--- config.mk ---
export PLATFORM = sky130hd
export DESIGN_NAME = dac_word_sched
export DESIGN_NICKNAME = d
export VERILOG_FILES = /design/src/rtl/dac_word_sched.sv
export SDC_FILE = /design/constraint.sdc
export NUM_CORES = 1
export LEC_CHECK = 0
export CORE_ASPECT_RATIO = 1.5
export CORE_MARGIN = 1.5
export CORE_UTILIZATION = 45
export CTS_BUF_LIST = sky130_fd_sc_hd__clkbuf_16
export DETAILED_ROUTE_END_ITERATION = 7
export PLACE_DENSITY_LB_ADDON = 0.3
export SLEW_MARGIN = 0
export SYNTH_ARGS = -nofsm -noshare
export SYNTH_HDL_FRONTEND = slang
export SYNTH_SLANG_ARGS = --single-unit
export TNS_END_PERCENT = 20
--- constraint.sdc ---
create_clock -name sys_clk -period 2.25 [get_ports sys_clk]
set_clock_uncertainty 0.15 [all_clocks]
set_input_delay 0.225 -clock sys_clk [delete_from_list [all_inputs] [get_ports sys_clk]]
set_output_delay 0.225 -clock sys_clk [all_outputs]
set_load 0.005 [all_outputs]
--- src/rtl/dac_word_sched.sv ---
// Buffers the latest 12-bit sample per DAC channel and issues formatted 16-bit command words round-robin,
// at least FRAME_CYCLES apart; a write in idle is issued 2 cycles later; OVERWRITE=0 stalls writes to a pending channel.
module dac_word_sched #(
  parameter int unsigned FRAME_CYCLES = 120,
  parameter bit          OVERWRITE    = 1'b1,
  parameter logic [1:0]  MODE_BITS    = 2'b00
) (
  input  logic        sys_clk,
  input  logic        sys_reset_n,
  input  logic        s_valid,
  output logic        s_ready,
  input  logic [1:0]  s_chan,
  input  logic [11:0] s_data,
  output logic [15:0] o_data,
  output logic        o_data_en,
  output logic        o_busy,
  output logic [3:0]  o_pending,
  output logic        o_overrun,
  input  logic        i_overrun_clr
);

  typedef enum logic [1:0] {IDLE, ISSUE, WAIT} state_t;

  state_t             state_q, state_d;
  logic [1:0]         ptr_q, ptr_d;
  logic [1:0]         sel_q, sel_d;
  logic [15:0]        cnt_q, cnt_d;
  logic [3:0][11:0]   hold_q, hold_d;
  logic [3:0]         pend_q, pend_d;
  logic               ovr_q, ovr_d;
  logic [15:0]        data_q, data_d;
  logic               en_q, en_d;
  logic               busy_q, busy_d;

  logic               wr;
  logic               found;
  logic [1:0]         pick;
  logic [1:0]         idx;
  logic               ovr_set;

  assign s_ready   = sys_reset_n & (OVERWRITE ? 1'b1 : ~pend_q[s_chan]);
  assign wr        = s_valid & s_ready;
  assign o_data    = data_q;
  assign o_data_en = en_q;
  assign o_busy    = busy_q;
  assign o_pending = pend_q;
  assign o_overrun = ovr_q;

  // First pending channel at or above the round-robin pointer, wrapping mod 4.
  always_comb begin
    found = 1'b0;
    pick  = 2'd0;
    idx   = 2'd0;
    for (int i = 0; i < 4; i++) begin
      idx = ptr_q + 2'(i);
      if (!found && pend_q[idx]) begin
        found = 1'b1;
        pick  = idx;
      end
    end
  end

  always_comb begin
    state_d = state_q;
    ptr_d   = ptr_q;
    sel_d   = sel_q;
    cnt_d   = cnt_q;
    hold_d  = hold_q;
    pend_d  = pend_q;
    data_d  = data_q;
    ovr_set = 1'b0;

    case (state_q)
      ISSUE: begin
        pend_d[sel_q] = 1'b0;
        ptr_d         = sel_q + 2'd1;
        cnt_d         = 16'(FRAME_CYCLES - 2);
        state_d       = WAIT;
      end
      default: begin
        // The last WAIT cycle doubles as an IDLE decision so back-to-back issues are exactly FRAME_CYCLES apart.
        if (state_q == WAIT && cnt_q != 16'd0) begin
          cnt_d = cnt_q - 16'd1;
        end else if (found) begin
          state_d = ISSUE;
          sel_d   = pick;
          data_d  = {pick, MODE_BITS, hold_q[pick]};
        end else begin
          state_d = IDLE;
        end
      end
    endcase

    // A write after the issue-clear keeps the channel pending for the newer data.
    if (wr) begin
      hold_d[s_chan] = s_data;
      pend_d[s_chan] = 1'b1;
      if (OVERWRITE && pend_q[s_chan] && !(state_q == ISSUE && sel_q == s_chan))
        ovr_set = 1'b1;
    end

    ovr_d  = ovr_set ? 1'b1 : (i_overrun_clr ? 1'b0 : ovr_q);
    en_d   = (state_d == ISSUE);
    busy_d = (state_d != IDLE);
  end

  always_ff @(posedge sys_clk or negedge sys_reset_n) begin
    if (!sys_reset_n) begin
      state_q <= IDLE;
      ptr_q   <= 2'd0;
      sel_q   <= 2'd0;
      cnt_q   <= 16'd0;
      hold_q  <= '0;
      pend_q  <= 4'b0000;
      ovr_q   <= 1'b0;
      data_q  <= 16'h0000;
      en_q    <= 1'b0;
      busy_q  <= 1'b0;
    end else begin
      state_q <= state_d;
      ptr_q   <= ptr_d;
      sel_q   <= sel_d;
      cnt_q   <= cnt_d;
      hold_q  <= hold_d;
      pend_q  <= pend_d;
      ovr_q   <= ovr_d;
      data_q  <= data_d;
      en_q    <= en_d;
      busy_q  <= busy_d;
    end
  end

endmodule

==> flow_summary.toml, run 1 <==
[floorplan]
row_count = 42
die_x_um = 81.77
core_area_um2 = 8934
ios = 42
fp.dieH_um = 121.2
start_util_pct = 46.88
die_area_um2 = 9906

[clocking]
cts_tree = "yes"
cts.reportedPaths.clkPinSlew_ns = 0.06
cts.sinks = 89
cts.path.max_buffers = 2
insertion_delay_ns = 0.34
cts_root_buf = "clkbuf_16"
cts_made_buffers = 9
cts_max_level = 3

[yosys]
ys_seq_area_share_pct = 53.18
synth.yosys.warnings = 0
ys_types = 47
async_flop_share_pct = 100.0
syn_inst = 365
synth_flop_cell = "dfrtp_1"
synth_area_um2 = 4188
synth_edf_count = 0
avgSynthCellArea_um2 = 11.47
synth-seq-cells = 89

[sta]
fin_crit_ns = 2.262
slew_viol_final = 0
fmax_mhz = 442.2
setup_violations = 1
setup_ws_ns = -0.01166
max_slew_margin_pct = 63.22
whs_ns = 0.1493
hold_viol = 0
rsz0062_at_grt = "true"
worst_pin_slew_ns = 0.5467
fin_crit_sh_pct = 100.5

[detailed_routing]
vias = 3086
drt-vias-per-instance = 5.747
avgRoutedWirePerCell_um = 17.42
drt-initial-drc-count = 181
wl_um = 9355
drc = 0
drt-pass1-iter-count = 4
drtAntennaViolNets = 0

[pwr]
cellPowerDensity_nw_per_um2 = 750.1
p_leak_nw = 2.209
finalPower_w = 0.003911
ir_worst_vdd_v = 0.0004404

[layout]
fill_cells = 756
layout_commonest_cell = "dfrtp_1"
final_cell_mix = "89 x dfrtp_1, 49 x mux2_2, 40 x nand2_1"
area_delta_synth_final_pct = 24.50
nNetsFinal = 446
n_antenna_cell = 0
finalInstanceArea_um2 = 5214
drive_above_1_share_pct = 24.59
final_util_pct = 58.36

[outcome]
status = "finished with violations"
violations = "negative setup slack"

[global_routing]
grt_pass1_vias = 3116
antenna_found_initial = 0
overflow = 0
grt_usage_pct = 20.86
grt_max_degree = 44
grt_pass1_wl_um = 15300

[worst_hold_path]
hp-class = "in -> async"

[setup_path]
critPathLaunchType = "register"
setup.worst_path.start = "cnt_q[6]"
rr_worst_depth = 5
reg2reg_slack_ns = -0.01
path_class = "reg -> reg"
worstPathMaxFanout = 4
worstPathArrival_ns = 2.38
required_ns = 2.36
worst_setup_path_end_kind = "register"
r2r_start = "cnt_q[6]"

[flow_run]
maxCapViolations = 0

[placed_design]
place.gp.congestion = 0.8744
portBuffers = 39
dp_hpwl_um = 6133
place_area_um2 = 4887
-- worst max-delay path: stages, from the launching register on --
cell	delay, ns
dfrtp_1	0.37
or3_4	0.38
or4_4	0.43
or4_4	0.46
nor3b_2	0.20
mux2i_1	0.19
-- layout make-up --
class | instances | area, µm² | share of cell area, %
clock buffer | 9 | 225.2 | 4.320
clock inverter | 6 | 82.58 | 1.584
inverter | 8 | 30.03 | 0.5760
timing repair buffer | 68 | 645.6 | 12.38
sequential | 89 | 2227 | 42.72
tap | 110 | 137.6 | 2.640
multi-input combinational | 247 | 1866 | 35.78
-- state kept, by name, summed over array words and instances (netlist names) --
signal     count
hold_q        48
cnt_q         16
o_data        12
o_pending      4
ptr_q          2
sel_q          2
state_q        2
o_busy         1
o_data_en      1
o_overrun      1
-- where the power goes --
group	internal, W	switching, W
combinational	0.000265	0.000174
sequential	0.00180	0.0000950
clock	0.000963	0.000616
-- worst paths after layout --
path / endpoint
setup / recovery: cnt_q[14]
hold / removal: hold_q[36]
setup reg to reg: cnt_q[14]
hold reg to reg: cnt_q[14]
max in group asynchronous: ptr_q[0]
min in group sys_clk: o_overrun
-- per-stage QoR --
step / std cells / worst slack [ns] / setup TNS, ns
floorplan: 366 / 0.0002320 / 0
global placement: 521 / 0.04085 / 0
detailed placement: 521 / -0.005547 / -0.005547
CTS: 537 / -0.01494 / -0.01494
global route: 537 / -0.1004 / -0.1004
finish: 537 / -0.01166 / -0.01166
-- timing repair --
action	CTS	global route
buffers inserted	0	0
hold buffers	1	0
setup endpoints to repair	1	3
gates resized for setup	1	2
endpoints found under the hold margin	46	0
pin swaps	0	0
-- cell usage after synthesis, types with 2 or more instances --
library cell | instances | share of area, %
o211ai_1 | 3 | 0.54
o21ai_0 | 10 | 1.2
nand2b_1 | 6 | 0.90
a22oi_1 | 2 | 0.36
a21oi_1 | 5 | 0.60
o31ai_1 | 18 | 3.2
mux2_2 | 49 | 13
nand4_1 | 3 | 0.45
ha_1 | 5 | 1.5
nand2_1 | 40 | 3.6
xor2_1 | 4 | 0.84
mux2i_1 | 3 | 0.72
nor2b_1 | 3 | 0.45
buf_4 | 3 | 0.54
nor3_1 | 2 | 0.24
nor2_1 | 9 | 0.81
dfrtp_1 | 89 | 53
nand3_1 | 6 | 0.72
inv_1 | 8 | 0.72
or4_1 | 2 | 0.36
a211oi_1 | 25 | 4.5
nor3b_1 | 25 | 4.5
clkbuf_1 | 17 | 1.5
nor4_1 | 5 | 0.75
-- cells by family after synthesis --
kind of cell	Yosys count	share of synthesized area, %
other	1	0.08955
adder cells (fa/ha/maj)	5	1.494
AND/OR/NAND/NOR	112	15.09
XOR/XNOR	4	0.8365
buffers and inverters	30	2.988
flip-flops	89	53.18
multiplexers	53	14.43
AO/OA/AOI/OAI	71	11.89
-- metal layers --
layer | global-route usage (%) | vias to the layer above | share of wire, %
met3 | 1.805 | 23 | 2.2
li1 | - | 1462 | -
met4 | 11.97 | 0 | 3.0
met1 | 25.01 | 1552 | 41
met5 | 0 | - | 0
met2 | 35.66 | 49 | 53
No activity file was read; power rests on OpenSTA's default activity.
==> inputs of run 2 (changes only) <==
--- a/config.mk
+++ b/config.mk
@@ -5,9 +5,11 @@
 export SDC_FILE = /design/constraint.sdc
 export NUM_CORES = 1
 export LEC_CHECK = 0
+export CELL_PAD_IN_SITES_DETAIL_PLACEMENT = 0
+export CELL_PAD_IN_SITES_GLOBAL_PLACEMENT = 1
 export CORE_ASPECT_RATIO = 1.5
 export CORE_MARGIN = 1.5
-export CORE_UTILIZATION = 45
+export CORE_UTILIZATION = 41
 export CTS_BUF_LIST = sky130_fd_sc_hd__clkbuf_16
 export DETAILED_ROUTE_END_ITERATION = 7
 export PLACE_DENSITY_LB_ADDON = 0.3
==> flow_summary.toml, run 2 (synthesized netlist as in run 1, its figures left out) <==
[layout]
top_register = "hold_q"
final_util_pct = 52.65
area_delta_synth_final_pct = 25.99
n_antenna_cell = 0
drive_above_1_share_pct = 25.47
layout_commonest_cell = "dfrtp_1"
largest_reg_flops = 48
nNetsFinal = 446
final_cell_mix = "89 x dfrtp_1, 49 x mux2_2, 40 x nand2_1"

[sta]
max_slew_margin_pct = 63.77
fmax_mhz = 441.8
setup_ws_ns = -0.01350
rsz0062_at_grt = "true"
fin_crit_ns = 2.263
whs_ns = 0.09005
worst_pin_slew_ns = 0.5435
slew_viol_final = 0
hold_viol = 0
setup_violations = 1
fin_crit_sh_pct = 100.6

[detailed_routing]
drt-pass1-iter-count = 6
vias = 3055
drt-initial-drc-count = 118
drtAntennaViolNets = 0
drt-vias-per-instance = 5.606
drc = 5
avgRoutedWirePerCell_um = 17.68
wl_um = 9637

[clocking]
insertion_delay_ns = 0.34
cts.sinks = 89
cts_max_level = 3
cts.reportedPaths.clkPinSlew_ns = 0.07
cts_made_buffers = 9
cts_setup_buffers = 0
cts_tree = "yes"
cts_root_buf = "clkbuf_16"
cts.path.max_buffers = 2

[setup_path]
required_ns = 2.37
worstPathMaxFanout = 4
worst_setup_path_end_kind = "register"
critPathLaunchType = "register"
worstPathArrival_ns = 2.38
path_class = "reg -> reg"

[floorplan]
start_util_pct = 41.79
ios = 42
die_x_um = 85.52
die_area_um2 = 10840
core_area_um2 = 10020
row_count = 45
fp.dieH_um = 126.8

[outcome]
status = "finished with violations"
violations = "design-rule violations, negative setup slack"

[global_routing]
grt_max_degree = 89
grt_usage_pct = 19.38
antenna_found_initial = 0
grt_pass1_vias = 3043
grt_pass1_wl_um = 16080
overflow = 0

[pwr]
finalPower_w = 0.004072
cellPowerDensity_nw_per_um2 = 771.7
ir_worst_vdd_v = 0.0005653
p_leak_nw = 2.220

[placed_design]
dp_hpwl_um = 6171
dpl_worst_slack_ns = -0.001129
portBuffers = 39
place.gp.congestion = 0.8039

[worst_hold_path]
hp-class = "in -> async"

[flow_run]
maxCapViolations = 0
run 2: routing by layer:
metal,wire [µm],GRT usage (%),vias up
met5,0,0,-
met4,138,6.262,0
met3,283,3.904,9
met2,5015,33.21,38
met1,4199,24.39,1548
li1,-,-,1460
run 2: worst max-delay path, cell delays in order (launching register included):
cell and delay, ns:
dfrtp_1 0.38, or3_4 0.39, or4_4 0.42, or4_4 0.46
nor3b_2 0.19, mux2i_1 0.19
run 2: worst paths after layout:
kind,from,slack (ns),to,depth (start not counted)
hold reg to reg,o_data[6],0.34,o_data[6],2
setup / recovery,cnt_q[6],-0.01,cnt_q[14],5
hold / removal,sys_reset_n,0.09,o_overrun,2
max in group asynchronous,sys_reset_n,1.20,hold_q[4],3
min in group sys_clk,i_overrun_clr,0.32,o_overrun,2
setup reg to reg,cnt_q[6],-0.01,cnt_q[14],5
run 2: power breakdown:
part / internal, W / switching, W
clock network: 0.00110 / 0.000647
registers: 0.00180 / 0.0000921
logic: 0.000265 / 0.000173
run 2: per-stage QoR:
step | setup TNS [ns] | std cells | instance area [µm²]
detailed placement | -0.001129 | 528 | 4900
global route | -0.1267 | 545 | 5276
floorplan | 0 | 366 | 4192
CTS | -0.01375 | 545 | 5265
finish | -0.01350 | 545 | 5276
global placement | 0 | 528 | 4900
run 2: what timing repair did:
| action | in CTS | in global routing |
|---|---|---|
| gates resized for setup | 1 | 2 |
| setup endpoints to repair | 1 | 8 |
| endpoints found under the hold margin | 89 | 0 |
| hold buffers | 1 | 0 |
run 2: area by class of cell:
type,instances,area (µm²)
clock buffer,9,225.2
clock inverter,7,126.4
fill,928,4746
inverter,8,30.03
multi-input combinational,247,1876
sequential,89,2227
tap,117,146.4
timing repair buffer,68,645.6
==> inputs of run 3 (changes only) <==
--- a/config.mk
+++ b/config.mk
@@ -7,7 +7,7 @@
 export LEC_CHECK = 0
 export CELL_PAD_IN_SITES_DETAIL_PLACEMENT = 0
 export CELL_PAD_IN_SITES_GLOBAL_PLACEMENT = 1
-export CORE_ASPECT_RATIO = 1.5
+export CORE_ASPECT_RATIO = 1.1
 export CORE_MARGIN = 1.5
 export CORE_UTILIZATION = 41
 export CTS_BUF_LIST = sky130_fd_sc_hd__clkbuf_16
==> flow_summary.toml, run 3 (synthesized netlist as in run 1, its figures left out) <==
[setup_path]
required_ns = 2.36
rr_endpoint = "cnt_q[14]"
reg2reg_slack_ns = 0.004
path_class = "reg -> reg"
critPathLaunchType = "register"
worstPathArrival_ns = 2.36
worstPathMaxFanout = 3
r2r_start = "cnt_q[6]"
cp_slowest_cell = "or4_4"
rr_worst_depth = 5
worstPathCellList = "or3_4 -> or4_4 -> or4_4 -> nor3b_2 -> mux2i_1"
cp_top_family = "simple AND/OR/NAND/NOR gates"
cp.depth = 5
path_buf_inv = 0
cp_slowest_stage_delay_ns = 0.45
worst_setup_path_end_kind = "register"
cpMostUsedCell = "or4_4"

[layout]
final_cell_mix = "89 x dfrtp_1, 49 x mux2_2, 40 x nand2_1"
area_delta_synth_final_pct = 24.20
finalInstanceArea_um2 = 5201
top_register = "hold_q"
n_antenna_cell = 0
layout_commonest_cell = "dfrtp_1"
drive_above_1_share_pct = 25.29
nNetsFinal = 446
largest_reg_flops = 48

[floorplan]
fp.dieH_um = 109.0
die_area_um2 = 10830
ios = 42
start_util_pct = 42.35
row_count = 38
core_area_um2 = 9889
die_x_um = 99.36

[pwr]
ir_worst_vdd_v = 0.0004032
finalPower_w = 0.003640
cellPowerDensity_nw_per_um2 = 699.9
p_leak_nw = 2.185

[global_routing]
grt_pass1_wl_um = 15750
overflow = 0
grt_max_degree = 84
grt_pass1_vias = 3233
antenna_found_initial = 0
grt_usage_pct = 18.71

[detailed_routing]
avgRoutedWirePerCell_um = 17.47
vias = 3043
drtAntennaViolNets = 0
drc = 0
drt-vias-per-instance = 5.563
drt-initial-drc-count = 70
drt-pass1-iter-count = 4
wl_um = 9557

[clocking]
cts_tree = "yes"
cts_root_buf = "clkbuf_16"
cts_max_level = 3
cts.path.max_buffers = 2
cts.reportedPaths.clkPinSlew_ns = 0.06
cts_made_buffers = 9
cts.sinks = 89
insertion_delay_ns = 0.34
cts_setup_buffers = 0

[sta]
fin_tns_setup_ns = 0
slew_viol_final = 0
fin_crit_ns = 2.246
worst_pin_slew_ns = 1.068
max_slew_margin_pct = 28.82
hold_viol = 0
fmax_mhz = 445.2
rsz0062_at_grt = "true"
setup_ws_ns = 0.003701
fin_crit_sh_pct = 99.84
setup_violations = 0

[placed_design]
dp_hpwl_um = 6205
portBuffers = 39
dpl_worst_slack_ns = 0.003184
place_area_um2 = 4903
place.gp.congestion = 0.7778

[worst_hold_path]
hp-class = "in -> async"

[flow_run]
maxCapViolations = 0

[outcome]
status = "complete, no violations"
==> run 3: per-stage QoR <==
step	cells	util, %	hold WS [ns]
3_3_place_gp	531	49.58	-0.09022
3_5_place_dp	531	49.58	-0.09233
4_1_cts	547	52.28	0.1514
5_1_grt	547	52.59	0.1584
6_report	547	52.59	0.1356
2_1_floorplan	366	-	-0.2206
==> run 3: metal layers <==
metal	part of all wire, %	up-vias	track usage, %
met5	0	-	0
met3	2.5	12	4.103
li1	-	1450	-
met4	1.3	0	6.539
met2	51	51	32.83
met1	45	1530	22.81
==> run 3: where the power goes <==
part | internal (W) | total [W] | switching (W)
clock network | 0.000724 | 0.00131 | 0.000585
registers | 0.00180 | 0.00189 | 0.0000934
logic | 0.000263 | 0.000438 | 0.000175
==> run 3: repair_timing <==
action                                  in CTS  in global routing
endpoints found under the setup margin       1                  5
hold buffers                                 1                  0
endpoints found under the hold margin        6                  0
resized for setup                            1                  6
==> run 3: cell type report <==
| class | count | area, µm² |
|---|---|---|
| fill | 911 | 4688 |
| clock buffer | 9 | 225.2 |
| inverter | 8 | 30.03 |
| clock inverter | 6 | 27.53 |
| sequential | 89 | 2227 |
| timing repair buffer | 68 | 645.6 |
| multi-input combinational | 247 | 1896 |
| tap | 120 | 150.1 |
==> run 3: worst max path at each step <==
stage / from / endpoint / slack, ns
6_report: cnt_q[6] / cnt_q[14] / 0.004
5_1_grt: cnt_q[6] / cnt_q[14] / -0.08
4_1_cts: cnt_q[6] / cnt_q[14] / 0.0007
3_5_place_dp: cnt_q[6] / cnt_q[14] / 0.003
3_3_place_gp: cnt_q[6] / cnt_q[14] / 0.05
2_1_floorplan: cnt_q[6] / cnt_q[14] / 0.0002
==> edit 1 (flow settings as in run 3) <==
The parameter `OVERWRITE` goes from 1'b1 to 1'b0.
--- a/src/rtl/dac_word_sched.sv
+++ b/src/rtl/dac_word_sched.sv
@@ -2,7 +2,7 @@
 // at least FRAME_CYCLES apart; a write in idle is issued 2 cycles later; OVERWRITE=0 stalls writes to a pending channel.
 module dac_word_sched #(
   parameter int unsigned FRAME_CYCLES = 120,
-  parameter bit          OVERWRITE    = 1'b1,
+  parameter bit          OVERWRITE    = 1'b0,
   parameter logic [1:0]  MODE_BITS    = 2'b00
 ) (
   input  logic        sys_clk,
Check against the original RTL: not equivalent (a bounded check fails within 4 cycles, from zero or initial values and one cycle with sys_reset_n low).
==> edit 1 against run 3 <==
  * Setup slack gained 0.10 ns
  * Sequential share of layout area shrank 1.6 points
  * Sequential power is 6% higher
  * Final area rose by 2.6%
  * Power is 6.5% higher
  * Sequential cell count down 1
  * First-iteration DRC count increased by 120%
  * Area after synthesis is 3.0% higher
  * Wire length grew 4.8%
  * Critical path type unchanged
  * Critical endpoint is now sel_q[0]
==> edit 1: results (changes against run 3) <==
metric,value,unit,change
register bank with the most flops,hold_q,,
layout cells sized above 1,31.6,%,+6.3 points
Synth area leaders,"dfrtp_1 51%, mux2_2 13%, nor4b_1 5.3%",,
dpl cells,550,,+3.6%
mux share of post-synthesis cell area,14.9,%,+0.48 points
Max rail drop VDD,438,uV,+8.6%
slowest CP cell,nor3_1,,
DP HPWL,6190,um,-0.22%
crit path DAT,2.22,ns,-0.14 ns
Layout Nets,445,,-0.22%
H-tree Lvls,3,,unchanged
Post-Syn Area per Cell,11.8,um2,+3.3%
xor and xnor area share after synthesis,1.22,%,+0.38 points
first-pass GRT wire length,16800,um,+6.9%
largest fanout on the critical path,14,,+11
total iterations of the first detailed-routing run,4,,unchanged
Post-synth top cells,"88 x dfrtp_1, 48 x mux2_2, 32 x nand2_1",,
clk_lat worst skew,0.33,ns,
run status,completed,,
critical path's largest stage delay,0.70,ns,+0.25 ns
Syn. warnings,0,,unchanged
initial antenna violation count,0,,unchanged
worst-case clock buffer depth,2,,unchanged
fillers,919,,+0.88%
total track usage,19.7,%,+0.97 points
DR vias,3063,,+0.66%
largest net degree at the start of global routing,75,,-11%
Static Leak,2.32,nW,+6.3%
Synth Area in Adders,1.45,%,-0.043 points
Post-Route WL,10000,um,+4.8%
"Reg clk slew, reported paths",0.06,ns,about the same
Slew @ Worst Pin,0.938,ns,-0.129 ns
root buf cell,clkbuf_16,,
crit-path leading delay family,simple AND/OR/NAND/NOR gates,,
max FFs per register,48,,unchanged
CTS buffer count,9,,unchanged
antenna cells,0,,unchanged
post-place setup slack,-0.0920,ns,-0.0952 ns
area fraction in compound gates after synthesis,10.9,%,-0.95 points
DR vias/cell,5.37,,-3.4%
buffers added on ports,37,,-5.1%
vias in the first global route,3236,,+0.093%
initial DRC count,154,,+120%
async set or reset register ratio after synthesis,100,%,unchanged
hold crit path type,input pin to async pin,,
register area share after synthesis,51.1,%,-2.1 points
Routability Congestion,0.721,,-7.3%
post-synth cell types,51,,+8.5%
==> edit 1: cell count changes after synthesis, moves of 9 or more <==
cell	delta
nor4b_1	+25
nor3b_1	-24
o31ai_1	-18
o31ai_2	+12
nand2_2	+10
o21ai_0	-9
==> edit 1: final cells by class <==
class,count,area [um2],area share (%)
timing repair buffer,72,644,12.1
clock inverter,7,40.0,0.750
sequential,88,2200,41.2
inverter,8,30.0,0.562
multi-input combinational,243,2020,37.8
clock buffer,9,225,4.22
tap,143,179,3.35
==> edit 1: cell families after synthesis <==
kind of cell             count (synthesis)
buffers and inverters                   36
flip-flops                              88
other                                    1
AND/OR/NAND/NOR                        115
adder cells (fa/ha/maj)                  5
XOR/XNOR                                 6
AO/OA/AOI/OAI                           56
multiplexers                            57
==> edit 1: final timing paths <==
check                             from        end  slack [ns]  depth (start not counted)
min                        sys_reset_n     o_busy        0.15                          2
max                         state_q[0]   sel_q[0]        0.10                          4
max in group asynchronous  sys_reset_n  o_data[7]        0.61                          3
max reg2reg                 state_q[0]   sel_q[0]        0.10                          4
min in group sys_clk         cnt_q[13]  cnt_q[13]        0.33                          1
min reg2reg                  cnt_q[13]  cnt_q[13]        0.33                          1
==> edit 1: timing repair <==
item                                   CTS  global route
setup endpoints to repair               17             8
gates cloned                             1             0
gates resized for setup                  5             5
pin swaps                                2             1
buffers inserted                         2             0
endpoints found under the hold margin   14             0
hold buffers                             1             0
==> edit 1: metrics by stage <==
| stage | area (um2) | utilization, % |
|---|---|---|
| floorplan | 4320 | - |
| global placement | 4990 | 48.5 |
| detailed placement | 4990 | 48.5 |
| CTS | 5310 | 51.6 |
| global route | 5340 | 51.9 |
| finish | 5340 | 51.9 |
==> edit 1: metal layers <==
metal | up-vias | global-route usage [%] | routed length (um)
met2 | 59 | 32.1 | 5110
met1 | 1530 | 26.5 | 4420
met3 | 14 | 2.59 | 295
li1 | 1460 | - | -
met4 | 0 | 7.51 | 185
met5 | - | 0 | 0
==> edit 1: where the power goes <==
part	switching, mW	internal [mW]
Sequential	0.131	1.87
Clock	0.588	0.738
Combinational	0.203	0.352
==> edit 2 (settings of run 3) <==
Without the edit above. Re-encode `state_t` (3 states) as one-hot, 3 bits wide.
--- a/src/rtl/dac_word_sched.sv
+++ b/src/rtl/dac_word_sched.sv
@@ -19,7 +19,7 @@
   input  logic        i_overrun_clr
 );
 
-  typedef enum logic [1:0] {IDLE, ISSUE, WAIT} state_t;
+  typedef enum logic [2:0] {IDLE = 3'b001, ISSUE = 3'b010, WAIT = 3'b100} state_t;
 
   state_t             state_q, state_d;
   logic [1:0]         ptr_q, ptr_d;
Check against the original RTL: no difference found for any inputs over 10 cycles, from zero or initial values and one cycle with sys_reset_n low; not proved beyond that.
==> edit 2 against run 3 <==
  * The flow now finishes with violations (negative setup slack)
  * Area after synthesis up 1.5%
  * Power rose by 8.7%
  * Setup slack got worse by 0.13 ns
  * Sequential cell count increased by 1
  * Wire length grew 9.2%
  * Worst hold slack lost 0.032 ns
  * Clock power grew 18%
  * Combinational power is 13% higher
  * Final area rose by 5.2%
  * Largest cell class unchanged
  * Largest power group unchanged
==> edit 2: results (changes against run 3) <==
metric,value,unit,change
Post-synth top cells,"89 x dfrtp_1, 37 x mux2_2, 36 x nand2_1",,
clk_lat worst skew,0.33,ns,
critical path's largest stage delay,0.57,ns,+0.12 ns
Routability Congestion,0.783,,+0.64%
DR vias,3352,,+10%
Net Sw Frac,23.2,%,-0.24 points
total track usage,20.3,%,+1.6 points
first-pass GRT wire length,17000,um,+7.7%
CTS buffer count,9,,unchanged
crit path DAT,2.49,ns,+0.13 ns
async set or reset register ratio after synthesis,100,%,unchanged
largest fanout on the critical path,4,,+1
root buf cell,clkbuf_16,,
Post-Route WL,10400,um,+9.2%
largest net degree at the start of global routing,61,,-27%
Max rail drop VDD,512,uV,+27%
crit-path leading delay family,simple AND/OR/NAND/NOR gates,,
clock share of power,39.3,%,+3.3 points
post-synth cell types,43,,-8.5%
hold crit path type,input pin to async pin,,
combinational power,496,uW,+13%
Static Leak,2.42,nW,+11%
dpl cell area,4970,um2,+1.3%
buffers added on ports,39,,unchanged
Layout Nets,490,,+9.9%
max FFs per register,48,,unchanged
post-place setup slack,-0.147,ns,-0.150 ns
failing checks,negative setup slack,,
Setup WS post-layout,-0.129,ns,-0.133 ns
vias in the first global route,3299,,+2.0%
worst-case clock buffer depth,2,,unchanged
register area share after synthesis,53.0,%,-0.18 points
dpl cells,570,,+7.3%
total iterations of the first detailed-routing run,4,,unchanged
switching pwr,918,uW,+7.6%
endpoints failing setup,4,,+4
initial DRC count,185,,+160%
Synth area leaders,"dfrtp_1 52%, mux2_2 9.8%, a211oi_1 4.6%",,
H-tree Lvls,3,,unchanged
DP HPWL,6460,um,+4.1%
slew margin rel.,48.3,%,+20 points
run status,finished with violations,,
Cells after Synth,401,,+9.9%
fillers,941,,+3.3%
register bank with the most flops,hold_q,,
Register Area,2250,um2,+1.2%
initial antenna violation count,0,,unchanged
layout cells sized above 1,27.3,%,+2.0 points
Critical path origin,cnt_q[8],,
"Reg clk slew, reported paths",0.06,ns,about the same
setup TNS,-0.172,ns,-0.172 ns
DR vias/cell,5.66,,+1.8%
## edit 2: cell types whose count changed in the layout (fill, tap and decap cells not counted), sizes merged, moves of 4 or more
cell   before  now
mux2       49   37
a31oi       1   26
nand3       6    2
nand2      40   36
or4         4    8
o21ai      10   32
inv         9   33
nor3b      26    2
nor3        2    6
buf        29   44
## edit 2: cells by family after synthesis
logic type	count (synthesis)	share of synthesized area [%]
multiplexers	41	11.0
flip-flops	90	53.0
adder cells (fa/ha/maj)	5	1.47
AND/OR/NAND/NOR	81	9.92
XOR/XNOR	5	1.03
other	1	0.0882
buffers and inverters	61	5.68
AO/OA/AOI/OAI	117	17.8
## edit 2: metal layers
layer | vias to the layer above | wire length, um | global-route usage (%)
li1 | 1576 | - | -
met1 | 1697 | 4730 | 26.5
met2 | 70 | 5230 | 34.1
met3 | 9 | 352 | 2.92
met4 | 0 | 125 | 8.05
met5 | - | 0 | 0
## edit 2: final timing paths
kind | depth (start not counted) | end | slack [ns]
max in group asynchronous | 3 | hold_q[5] | 0.87
setup / recovery | 5 | cnt_q[15] | -0.13
min in group sys_clk | 2 | o_overrun | 0.33
hold reg to reg | 1 | hold_q[24] | 0.36
hold / removal | 2 | o_pending[2] | 0.10
setup reg to reg | 5 | cnt_q[15] | -0.13
## edit 2: timing repair
item,in CTS,in global routing
cloned,1,0
pin swaps,7,9
setup endpoints to repair,26,27
gates resized for setup,12,24
setup buffers,1,3
hold buffers,1,0
endpoints found under the hold margin,29,0
## edit 2: layout make-up
cell class / instances / share of cell area (%)
clock buffer: 9 / 4.11
clock inverter: 7 / 1.55
inverter: 32 / 2.19
multi-input combinational: 251 / 34.7
sequential: 90 / 41.2
tap: 120 / 2.74
timing repair buffer: 83 / 13.5
